--- src/rtl/mac_pkg.sv ---
// Shared types and sizing helpers for the MAC sequencer: FSM states, issue tag, width functions.
package mac_pkg;

  typedef enum logic [1:0] {
    ST_IDLE,
    ST_RUN,
    ST_DRAIN,
    ST_DONE
  } state_t;

  // Tag address field is sized for the largest supported matrix; users slice to AW.
  localparam int MAX_AW = 16;

  typedef struct packed {
    logic              valid;
    logic              first;
    logic              last;
    logic [MAX_AW-1:0] c_addr;
  } tag_t;

  function automatic int clog2_min1(input int n);
    return (n <= 2) ? 1 : $clog2(n);
  endfunction

  function automatic int calc_aw(input int size);
    return clog2_min1(size * size);
  endfunction

  function automatic int calc_iw(input int size);
    return clog2_min1(size);
  endfunction

endpackage

--- src/rtl/mac_sequencer_if.sv ---
// Start/done handshake plus operand-read, MAC-control and result-write strobes of the sequencer.
interface mac_sequencer_if #(parameter int AW = 4);
  logic          start;
  logic          hold;
  logic          busy;
  logic          done;
  logic          a_rd_en;
  logic [AW-1:0] a_rd_addr;
  logic          b_rd_en;
  logic [AW-1:0] b_rd_addr;
  logic          mac_en;
  logic          mac_clr;
  logic          mac_last;
  logic          c_wr_en;
  logic [AW-1:0] c_wr_addr;

  modport master (
    output start, hold,
    input  busy, done, a_rd_en, a_rd_addr, b_rd_en, b_rd_addr,
    input  mac_en, mac_clr, mac_last, c_wr_en, c_wr_addr
  );

  modport slave (
    input  start, hold,
    output busy, done, a_rd_en, a_rd_addr, b_rd_en, b_rd_addr,
    output mac_en, mac_clr, mac_last, c_wr_en, c_wr_addr
  );
endinterface

--- src/rtl/mac_tag_delay.sv ---
// Fixed-depth shift register for issue tags, synchronous active-low clear.
module mac_tag_delay
  import mac_pkg::*;
#(
  parameter int DEPTH = 1
) (
  input  logic clk,
  input  logic reset,
  input  tag_t din,
  output tag_t dout
);

  tag_t pipe [DEPTH];

  always_ff @(posedge clk) begin
    if (!reset) begin
      for (int s = 0; s < DEPTH; s++) pipe[s] <= '0;
    end else begin
      pipe[0] <= din;
      for (int s = 1; s < DEPTH; s++) pipe[s] <= pipe[s-1];
    end
  end

  assign dout = pipe[DEPTH-1];

endmodule

--- src/rtl/mac_sequencer.sv ---
// Sequences the MAC datapath through C = A x B: walks i/j/k, issues operand reads, tags MAC
// terms first/last and issues the C write when each dot product leaves the pipe.
//
//   state    | meaning
//   ST_IDLE  | waiting for start, indices parked at zero
//   ST_RUN   | one operand read per unheld cycle, k innermost
//   ST_DRAIN | all reads issued, waiting for the final C write
//   ST_DONE  | single-cycle done pulse, then back to idle
module mac_sequencer
  import mac_pkg::*;
#(
  parameter int SIZE    = 4,
  parameter int MEM_LAT = 1,
  parameter int MAC_LAT = 2,
  parameter int AW      = calc_aw(SIZE)
) (
  input logic            clk,
  input logic            reset,
  mac_sequencer_if.slave bus
);

  localparam int                IW      = calc_iw(SIZE);
  localparam logic [IW-1:0]     IDX_MAX = IW'(SIZE - 1);
  localparam logic [MAX_AW-1:0] LAST_C  = MAX_AW'(SIZE * SIZE - 1);

  state_t        state, state_nx;
  logic [IW-1:0] i_idx, j_idx, k_idx;
  logic          issue, k_wrap, j_wrap, i_wrap, last_issue, last_wr;
  tag_t          issue_tag, mac_tag, wr_in_tag, wr_tag;
  logic          unused_tag;

  assign issue      = (state == ST_RUN) && !bus.hold;
  assign k_wrap     = (k_idx == IDX_MAX);
  assign j_wrap     = (j_idx == IDX_MAX);
  assign i_wrap     = (i_idx == IDX_MAX);
  assign last_issue = issue && k_wrap && j_wrap && i_wrap;
  // Writes leave in address order, so the final C address marks the end of the drain.
  assign last_wr    = wr_tag.valid && (wr_tag.c_addr == LAST_C);

  always_ff @(posedge clk) begin
    if (!reset) state <= ST_IDLE;
    else        state <= state_nx;
  end

  always_comb begin
    state_nx = state;
    unique case (state)
      ST_IDLE:  if (bus.start) state_nx = ST_RUN;
      ST_RUN:   if (last_issue) state_nx = ST_DRAIN;
      ST_DRAIN: if (last_wr) state_nx = ST_DONE;
      ST_DONE:  state_nx = ST_IDLE;
      default:  state_nx = ST_IDLE;
    endcase
  end

  always_ff @(posedge clk) begin
    if (!reset || state == ST_IDLE) begin
      i_idx <= '0;
      j_idx <= '0;
      k_idx <= '0;
    end else if (issue) begin
      if (k_wrap) begin
        k_idx <= '0;
        if (j_wrap) begin
          j_idx <= '0;
          i_idx <= i_wrap ? '0 : i_idx + IW'(1);
        end else begin
          j_idx <= j_idx + IW'(1);
        end
      end else begin
        k_idx <= k_idx + IW'(1);
      end
    end
  end

  always_comb begin
    issue_tag = '0;
    if (issue) begin
      issue_tag.valid  = 1'b1;
      issue_tag.first  = (k_idx == '0);
      issue_tag.last   = k_wrap;
      issue_tag.c_addr = MAX_AW'(int'(i_idx) * SIZE + int'(j_idx));
    end
  end

  mac_tag_delay #(.DEPTH(MEM_LAT)) u_mem_dly (
    .clk  (clk),
    .reset(reset),
    .din  (issue_tag),
    .dout (mac_tag)
  );

  // Only the closing term of a dot product travels on to the write stage.
  always_comb begin
    wr_in_tag       = mac_tag;
    wr_in_tag.valid = mac_tag.valid && mac_tag.last;
  end

  mac_tag_delay #(.DEPTH(MAC_LAT)) u_mac_dly (
    .clk  (clk),
    .reset(reset),
    .din  (wr_in_tag),
    .dout (wr_tag)
  );

  assign unused_tag = ^{wr_tag.first, wr_tag.last};

  assign bus.busy      = (state != ST_IDLE);
  assign bus.done      = (state == ST_DONE);
  assign bus.a_rd_en   = issue;
  assign bus.b_rd_en   = issue;
  assign bus.a_rd_addr = AW'(int'(i_idx) * SIZE + int'(k_idx));
  assign bus.b_rd_addr = AW'(int'(k_idx) * SIZE + int'(j_idx));
  assign bus.mac_en    = mac_tag.valid;
  assign bus.mac_clr   = mac_tag.valid && mac_tag.first;
  assign bus.mac_last  = mac_tag.valid && mac_tag.last;
  assign bus.c_wr_en   = wr_tag.valid;
  assign bus.c_wr_addr = wr_tag.c_addr[AW-1:0];

endmodule

--- src/flat_wrapper.sv ---
// flat-port wrapper written by rule: the top's interface ports become plain ports
module mac_sequencer_flat import mac_pkg::*;
#(
  parameter int SIZE    = 4,
  parameter int MEM_LAT = 1,
  parameter int MAC_LAT = 2,
  parameter int AW      = calc_aw(SIZE)
)
  (clk, reset, bus_start, bus_hold, bus_busy, bus_done, bus_a_rd_en, bus_a_rd_addr, bus_b_rd_en, bus_b_rd_addr, bus_mac_en, bus_mac_clr, bus_mac_last, bus_c_wr_en, bus_c_wr_addr);
  mac_sequencer_if #(.AW(AW)) bus_i ();
  input logic clk;
  input logic reset;
  input wire logic [$bits(bus_i.start)-1:0] bus_start;
  input wire logic [$bits(bus_i.hold)-1:0] bus_hold;
  output wire logic [$bits(bus_i.busy)-1:0] bus_busy;
  output wire logic [$bits(bus_i.done)-1:0] bus_done;
  output wire logic [$bits(bus_i.a_rd_en)-1:0] bus_a_rd_en;
  output wire logic [$bits(bus_i.a_rd_addr)-1:0] bus_a_rd_addr;
  output wire logic [$bits(bus_i.b_rd_en)-1:0] bus_b_rd_en;
  output wire logic [$bits(bus_i.b_rd_addr)-1:0] bus_b_rd_addr;
  output wire logic [$bits(bus_i.mac_en)-1:0] bus_mac_en;
  output wire logic [$bits(bus_i.mac_clr)-1:0] bus_mac_clr;
  output wire logic [$bits(bus_i.mac_last)-1:0] bus_mac_last;
  output wire logic [$bits(bus_i.c_wr_en)-1:0] bus_c_wr_en;
  output wire logic [$bits(bus_i.c_wr_addr)-1:0] bus_c_wr_addr;
  assign bus_i.start = bus_start;
  assign bus_i.hold = bus_hold;
  assign bus_busy = bus_i.busy;
  assign bus_done = bus_i.done;
  assign bus_a_rd_en = bus_i.a_rd_en;
  assign bus_a_rd_addr = bus_i.a_rd_addr;
  assign bus_b_rd_en = bus_i.b_rd_en;
  assign bus_b_rd_addr = bus_i.b_rd_addr;
  assign bus_mac_en = bus_i.mac_en;
  assign bus_mac_clr = bus_i.mac_clr;
  assign bus_mac_last = bus_i.mac_last;
  assign bus_c_wr_en = bus_i.c_wr_en;
  assign bus_c_wr_addr = bus_i.c_wr_addr;
  mac_sequencer #(.SIZE(SIZE), .MEM_LAT(MEM_LAT), .MAC_LAT(MAC_LAT), .AW(AW)) u_core (.clk(clk), .reset(reset), .bus(bus_i));
endmodule
--- config.mk ---
export PLATFORM = sky130hd
export DESIGN_NAME = mac_sequencer_flat
export DESIGN_NICKNAME = d
export VERILOG_FILES = /design/src/rtl/mac_pkg.sv /design/src/rtl/mac_sequencer_if.sv /design/src/rtl/mac_tag_delay.sv /design/src/rtl/mac_sequencer.sv /design/src/flat_wrapper.sv
export SDC_FILE = /design/constraint.sdc
export NUM_CORES = 1
export LEC_CHECK = 0
export BUFFER_PORTS_ARGS = -buffer_cell sky130_fd_sc_hd__buf_4
export CAP_MARGIN = 20
export CORE_MARGIN = 5
export CORE_UTILIZATION = 35
export CTS_BUF_LIST = sky130_fd_sc_hd__clkbuf_2 sky130_fd_sc_hd__clkbuf_4 sky130_fd_sc_hd__clkbuf_8
export CTS_CLUSTER_DIAMETER = 150
export CTS_CLUSTER_SIZE = 14
export DETAILED_ROUTE_END_ITERATION = 8
export PLACE_DENSITY = 0.58
export SYNTH_ARGS = -nofsm -noshare
export SYNTH_HDL_FRONTEND = slang
export SYNTH_HIERARCHICAL = 1
export SYNTH_SLANG_ARGS = --single-unit
--- constraint.sdc ---
create_clock -name clk -period 2.3 [get_ports clk]
set_input_delay 0.46 -clock clk [delete_from_list [all_inputs] [get_ports clk]]
set_output_delay 0.46 -clock clk [all_outputs]
set_load 0.02 [all_outputs]
==> metrics.csv, run 1 <==
stage;metric;value;unit
run_status;outcome;finished clean;
worst_setup_path;path_depth;5;
sta;setup_slack;0.3061;ns
grt;grt_use_total;9.065;%
placed_design;pre_cts_ws;0.6665;ns
worst_setup_path;critPathMaxFanout;13;
placed_design;numPortBuffers;23;
sta;fin_hold_ws;0.4279;ns
cts;cts_sinks;61;
cells_and_area;area_growth;14.67;%
worst_setup_path;crit_path_start;u_core/state[1];
sta;rsz0062_at_grt;false;
floorplanning;die_area;7946;um^2
grt;grt_start_max_net_pins;58;
grt;grt_pass1_wl;5.237;mm
synth;yosys_warnings;6;
routing;drtIter0Drc;34;
routing;finalWirelength;3.036;mm
floorplanning;ios;24;
routing;viasPerCell;3.937;
routing;dr.pass1.iters;4;
sta;finClkSkew;0.007529;ns
grt;antenna_found_initial;0;
worst_setup_path;reg2reg_from;u_core/state[1];
routing;vias;1181;
worst_setup_path;worstPathCellList;inv_1 -> ha_1 -> nor2b_1 -> buf_4 -> buf_4;
cts;root_buffer;clkbuf_8;
cts;clk_latency;0.33;ns
hold_path;min_from;u_core/u_mem_dly/pipe[0][5];
floorplanning;die_x;89.14;um
cells_and_area;fin_util;41.96;%
cts;cts_made_buffers;9;
cts;clk_path_buf_depth;2;
worst_setup_path;crit_type;reg2out;
sta;period_needed;1.994;ns
grt;overflow;0;
worst_setup_path;r2r_cells;7;
cells_and_area;num_antenna_cells;0;
sta;setup_viol;0;
cells_and_area;fin_nets;233;
sta;final_hold_viol_count;0;
synth;netlist_area;2192;um^2
grt;grt_pass1_vias;1205;
power;leakagePower;0.001136;uW
worst_setup_path;timing.rr.end;u_core/i_idx[0];
cts;ctsHoldBuffers;0;
cts;cts_htree_levels;3;
floorplanning;start_util;36.59;%
worst_setup_path;cp.required;1.84;ns
floorplanning;die_h;89.14;um
routing;wl_per_cell;10.12;um
worst_setup_path;crit_path_end;bus_b_rd_en;
hold_path;hp-class;reg2reg;
worst_setup_path;critPathBufInv;3;
cts;cts_resized;0;
power;power;2474;uW
cts;cts_tree;yes;
worst_setup_path;path_common_cell;buf_4;
sta;fin_setup_tns;0;ns
worst_setup_path;crit_family;buffers and inverters;
routing;route.detailed.drc;0;
cts;clkTransAtPathRegs;0.07;ns
power;power_per_cell_area;984.4;nW/um^2
flow_run;drv_cap;0;
worst_setup_path;max_stage_delay;0.40;ns
sta;min_period_over_period;86.69;%
synth;synth_area_per_cell;10.96;um^2
worst_setup_path;cp_slowest_cell;dfxtp_1;
routing;ant_nets;0;
worst_setup_path;arrival;1.53;ns
placed_design;place_congestion;0.6710;
synth;syn_inst;200;
worst_setup_path;r2r_slack;0.63;ns
worst_setup_path;end_kind;output port;
cells_and_area;layout-drive-gt1-share;27.11;%
worst_setup_path;cp-start-kind;flop;
power;vdd_ir_drop_max;0.4203;mV
cts;post_cts_buffers;0;
sta;max_freq;501.5;MHz
floorplanning;core-area;5991;um^2
placed_design;hpwl;1.984;mm
sta;slew_viol_final;0;
floorplanning;rows;28;
## worst reg2reg max path: stages, from the launching register on
cell,delay [ns]
dfxtp_1,0.35
inv_1,0.11
ha_1,0.22
nor2b_1,0.14
buf_4,0.18
nand3_1,0.15
or3_1,0.33
a21oi_1,0.12
## routing by layer
metal | part of all wire [%] | track usage (%)
met1 | 47 | 9.666
met2 | 46 | 14.13
met3 | 4.9 | 3.871
met4 | 2.0 | 6.901
met5 | 0 | 0
## power by group
part / internal [uW] / switching, uW / total [uW]
combinational: 161 / 215 / 376
sequential: 1110 / 27.0 / 1130
clock: 583 / 383 / 966
total: 1850 / 625 / 2470
## layout by cell type, fill, tap and decap left out, types with 2 or more instances in the layout
cell type and n:
and2_2 15, conb_1 12, and2_1 45, mux2i_1 2
dfxtp_1 61, a21oi_1 5, nor2_1 8, buf_4 24
clkinv_2 3, or3_1 2, clkbuf_8 12, nand2_1 6
inv_1 6, ha_1 9
## metrics by stage
stage / area [um^2] / instances
global placement: 2303 / 284
global route: 2514 / 300
floorplan: 2233 / 211
finish: 2514 / 300
CTS: 2514 / 300
detailed placement: 2303 / 284
## how the worst min path moves through the flow
| stage | to | slack (ns) | cells past startpoint |
|---|---|---|---|
| 5_1_grt | u_core/u_mac_dly/pipe[0][26] | 0.44 | 1 |
| 3_3_place_gp | u_core/u_mac_dly/pipe[0][32] | 0.41 | 1 |
| 4_1_cts | u_core/u_mac_dly/pipe[0][5] | 0.43 | 1 |
| 6_report | u_core/u_mac_dly/pipe[0][5] | 0.43 | 1 |
| 2_1_floorplan | u_core/u_mac_dly/pipe[0][0] | 0.41 | 1 |
| 3_5_place_dp | u_core/u_mac_dly/pipe[0][0] | 0.42 | 1 |
## sequential cells by signal, summed over array words and instances (netlist names)
register and count:
u_core/u_mac_dly/pipe 34, u_core/state 2, u_core/j_idx 2, u_core/u_mem_dly/pipe 19
u_core/k_idx 2, u_core/i_idx 2
## area by class of cell
type	instances	area, um^2
flip-flops and latches	61	1221
inverters	7	26.28
clock inverters	4	45.04
well taps	75	93.84
fillers	566	3477
repair buffers	24	180.2
multi-input cells	117	782.0
clock buffers	12	165.2
No activity file was read; power rests on OpenSTA's default activity.
==> run 2, diff against run 1 <==
--- a/config.mk
+++ b/config.mk
@@ -9,12 +9,11 @@
 export CAP_MARGIN = 20
 export CORE_MARGIN = 5
 export CORE_UTILIZATION = 35
-export CTS_BUF_LIST = sky130_fd_sc_hd__clkbuf_2 sky130_fd_sc_hd__clkbuf_4 sky130_fd_sc_hd__clkbuf_8
+export CTS_BUF_LIST = sky130_fd_sc_hd__clkbuf_16
 export CTS_CLUSTER_DIAMETER = 150
 export CTS_CLUSTER_SIZE = 14
 export DETAILED_ROUTE_END_ITERATION = 8
-export PLACE_DENSITY = 0.58
+export PLACE_DENSITY = 0.62
 export SYNTH_ARGS = -nofsm -noshare
 export SYNTH_HDL_FRONTEND = slang
-export SYNTH_HIERARCHICAL = 1
 export SYNTH_SLANG_ARGS = --single-unit
==> metrics.csv, run 2 <==
stage;metric;value;unit;change
routing;dr.pass1.iters;2;;was 4
worst_setup_path;cp-start-kind;flop;;unchanged
cts;clk_path_buf_depth;2;;unchanged
cts;cts_resized;0;;unchanged
power;switching_share;28.31;%;was 25.26%
synth;syn_nets;113;;
cells_and_area;largest_reg_flops;10;;was 34
sta;max_slew.worst_pin.slew;0.2846;ns;
grt;grt_use_total;9.299;%;was 9.065%
sta;fin_setup_tns;0;ns;unchanged
hold_path;min_from;u_core.u_mac_dly.pipe[0][0];;was u_core/u_mem_dly/pipe[0][5]
routing;wl_per_cell;11.32;um;was 10.12 um
sta;setup_viol;0;;unchanged
routing;ant_nets;0;;unchanged
worst_setup_path;r2r_cells;6;;was 7
cells_and_area;final_area;1215;um^2;was 2514 um^2
worst_setup_path;r2r_slack;0.74;ns;was 0.63 ns
cells_and_area;multi_input_area;400.4;um^2;was 782.0 um^2
power;p_int;793.6;uW;was 1849 uW
grt;antenna_found_initial;0;;unchanged
synth;yosysSeqAreaShare;50.63;%;
floorplanning;start_util;36.16;%;was 36.59%
placed_design;hpwl;1.317;mm;was 1.984 mm
routing;drtIter0Drc;11;;was 34
synth;synth_area_per_cell;9.787;um^2;was 10.96 um^2
worst_setup_path;critPathMaxFanout;14;;was 13
placed_design;dp.cells;145;;was 284
synth;netlist_area;988.4;um^2;was 2192 um^2
cts;clk_latency;0.26;ns;was 0.33 ns
worst_setup_path;timing.rr.end;u_core.i_idx[0];;was u_core/i_idx[0]
routing;viasPerCell;4.597;;was 3.937
synth;yosysMostFrequentCell;dfxtp_1;;
flow_run;drv_cap;0;;unchanged
worst_setup_path;cp.required;1.84;ns;about the same
cells_and_area;num_antenna_cells;0;;unchanged
synth;syn_inst;101;;was 200
cts;post_cts_buffers;0;;unchanged
synth;synth.ff_latch_count;25;;
power;vdd_ir_drop_max;0.6065;mV;was 0.4203 mV
synth;yosys.cell_types.count;23;;
cts;cts_htree_levels;1;;was 3
cells_and_area;area_growth;22.91;%;was 14.67%
cts;cts_made_buffers;3;;was 9
sta;min_period_over_period;79.87;%;was 86.69%
cts;cts_tree;yes;;unchanged
grt;grt_start_max_net_pins;21;;was 58
sta;slew_viol_final;0;;unchanged
sta;rsz0062_at_grt;false;;unchanged
sta;period_needed;1.837;ns;was 1.994 ns
worst_setup_path;arrival;1.38;ns;was 1.53 ns
hold_path;hp-class;reg2reg;;unchanged
cells_and_area;register_area;500.5;um^2;was 1221 um^2
cells_and_area;top_register;u_core.u_mac_dly.pipe;;was u_core/u_mac_dly/pipe
power;p_seq_share;42.8;%;was 45.8%
grt;overflow;0;;unchanged
run_status;outcome;finished clean;;unchanged
power;leakagePower;0.0005732;uW;was 0.001136 uW
cts;ctsHoldBuffers;0;;unchanged
cells_and_area;fillers;274;;was 566
cells_and_area;layout-drive-gt1-share;24.58;%;was 27.11%
floorplanning;rows;19;;was 28
cts;clkTransAtPathRegs;0.06;ns;was 0.07 ns
sta;final_hold_viol_count;0;;unchanged
placed_design;placed_area;1135;um^2;was 2303 um^2
floorplanning;die_area;3987;um^2;was 7946 um^2
synth;yosysTopAreaCell;dfxtp_1;;
synth;synth_top_cells_by_area;dfxtp_1 51%, ha_1 10%, and2_1 7.6%;;
cells_and_area;largest_registers;u_core.u_mac_dly.pipe (10), u_core.u_mem_dly.pipe (7);;was u_core/u_mac_dly/pipe (34), u_core/u_mem_dly/pipe (19)
routing;route.detailed.drc;0;;unchanged
power;clkPwrFrac;34.2;%;was 39.0%
synth;yosys_warnings;0;;was 6
sta;max_freq;544.4;MHz;was 501.5 MHz
placed_design;place_congestion;0.7635;;was 0.6710
synth;ys.flop_type;dfxtp_1;;
worst_setup_path;crit_type;reg2out;;unchanged
grt;grt_pass1_vias;691;;was 1205
hold_path;hold_end;u_core.u_mac_dly.pipe[0][19];;was u_core/u_mac_dly/pipe[0][5]
grt;grt_pass1_wl;2.898;mm;was 5.237 mm
floorplanning;die_h;63.14;um;was 89.14 um
cells_and_area;stdcell_count;149;;was 300
hold_path;hold_path_depth;1;;unchanged
cells_and_area;fin_nets;131;;was 233
synth;synth-edff-count;0;;
worst_setup_path;reg2reg_from;u_core.state[1];;was u_core/state[1]
floorplanning;die_x;63.14;um;was 89.14 um
synth;synthArstFlopShare;0;%;
cts;root_buffer;clkbuf_16;;was clkbuf_8
floorplanning;ios;24;;unchanged
synth;ys_top_cells_by_count;25 x dfxtp_1, 12 x and2_1, 9 x nor2_1, 8 x ha_1;;
power;combPwrFrac;23.0;%;was 15.2%
placed_design;numPortBuffers;23;;unchanged
floorplanning;core-area;2734;um^2;was 5991 um^2
cells_and_area;final_cell_mix;25 x dfxtp_1, 23 x buf_4, 12 x and2_1, 9 x nor2_1, 8 x ha_1;;was 61 x dfxtp_1, 45 x and2_1, 24 x buf_4, 15 x and2_2
sta;max_slew_margin;80.98;%;
sta;finClkSkew;0.002002;ns;was 0.007529 ns
routing;vias;685;;was 1181
routing;finalWirelength;1.687;mm;was 3.036 mm
worst_setup_path;end_kind;output port;;unchanged
power;power_per_cell_area;911.1;nW/um^2;was 984.4 nW/um^2
synth;synth_top_area_share;50.63;%;
cts;cts_sinks;25;;was 61
power;power.switching;313.3;uW;was 625.2 uW
cells_and_area;mostFrequentLayoutCell;dfxtp_1;;unchanged
run 2: area by class of cell:
type | count | share of cell area (%)
Sequential cell | 25 | 41.19
Clock inverter | 1 | 0.4119
Tap cell | 31 | 3.193
Timing Repair Buffer | 23 | 14.21
Clock buffer | 3 | 6.179
Inverter | 6 | 1.854
Multi-Input combinational cell | 60 | 32.96
run 2: layer usage:
metal / vias up / GRT usage, % / routed length (um)
met3: 5 / 2.487 / 136
met5: - / 0 / 0
met1: 304 / 9.695 / 728
li1: 355 / - / -
met2: 21 / 15.64 / 768
met4: 0 / 7.162 / 53
run 2: metrics by stage:
stage          total power, uW  hold slack, ns  setup WS [ns]  utilization (%)
5_1_grt                   1183          0.4515         0.3555            44.44
3_5_place_dp             745.2          0.4177         0.7293            41.51
3_3_place_gp             731.2          0.4149         0.7699            41.51
4_1_cts                   1126          0.4328         0.4466            44.44
6_report                  1107          0.4318         0.4630            44.44
2_1_floorplan            667.3          0.4119         0.7115                -
run 2: power by group through the flow:
stage / logic [uW] / clock network [uW] / registers (uW)
final: 255 / 378 / 474
after global routing: 294 / 412 / 477
after CTS: 263 / 389 / 474
after detailed placement: 261 / 0 / 484
after global placement: 250 / 0 / 481
after floorplan: 183 / 0 / 484
run 2: logic make-up (layout without fill, tap and decap cells):
| family | count (synthesis) | count (layout) | share of synthesized area (%) |
|---|---|---|---|
| adders and majority gates | 8 | 8 | 10.13 |
| and+or+nand+nor | 42 | 42 | 23.67 |
| muxes | 2 | 2 | 2.025 |
| DFF | 25 | 25 | 50.63 |
| AOI/OAI and AO/OA | 8 | 8 | 4.683 |
| buffers and inverters | 16 | 33 | 8.860 |
run 2: how the worst max path moves through the flow:
stage | startpoint | end | slack [ns] | cells after the start
after global placement | u_core.state[1] | bus_b_rd_en | 0.77 | 4
after floorplan | u_core.state[1] | bus_b_rd_en | 0.71 | 5
after detailed placement | u_core.state[1] | bus_a_rd_en | 0.73 | 4
after CTS | u_core.state[1] | bus_a_rd_en | 0.45 | 4
final | u_core.state[1] | bus_a_rd_en | 0.46 | 4
after global routing | u_core.state[1] | bus_b_rd_en | 0.36 | 4
run 2: critical path, cell delays in order (launching register included):
cell and delay [ns]:
dfxtp_1 0.34, inv_1 0.08, ha_1 0.18, nor2b_4 0.32, buf_4 0.20
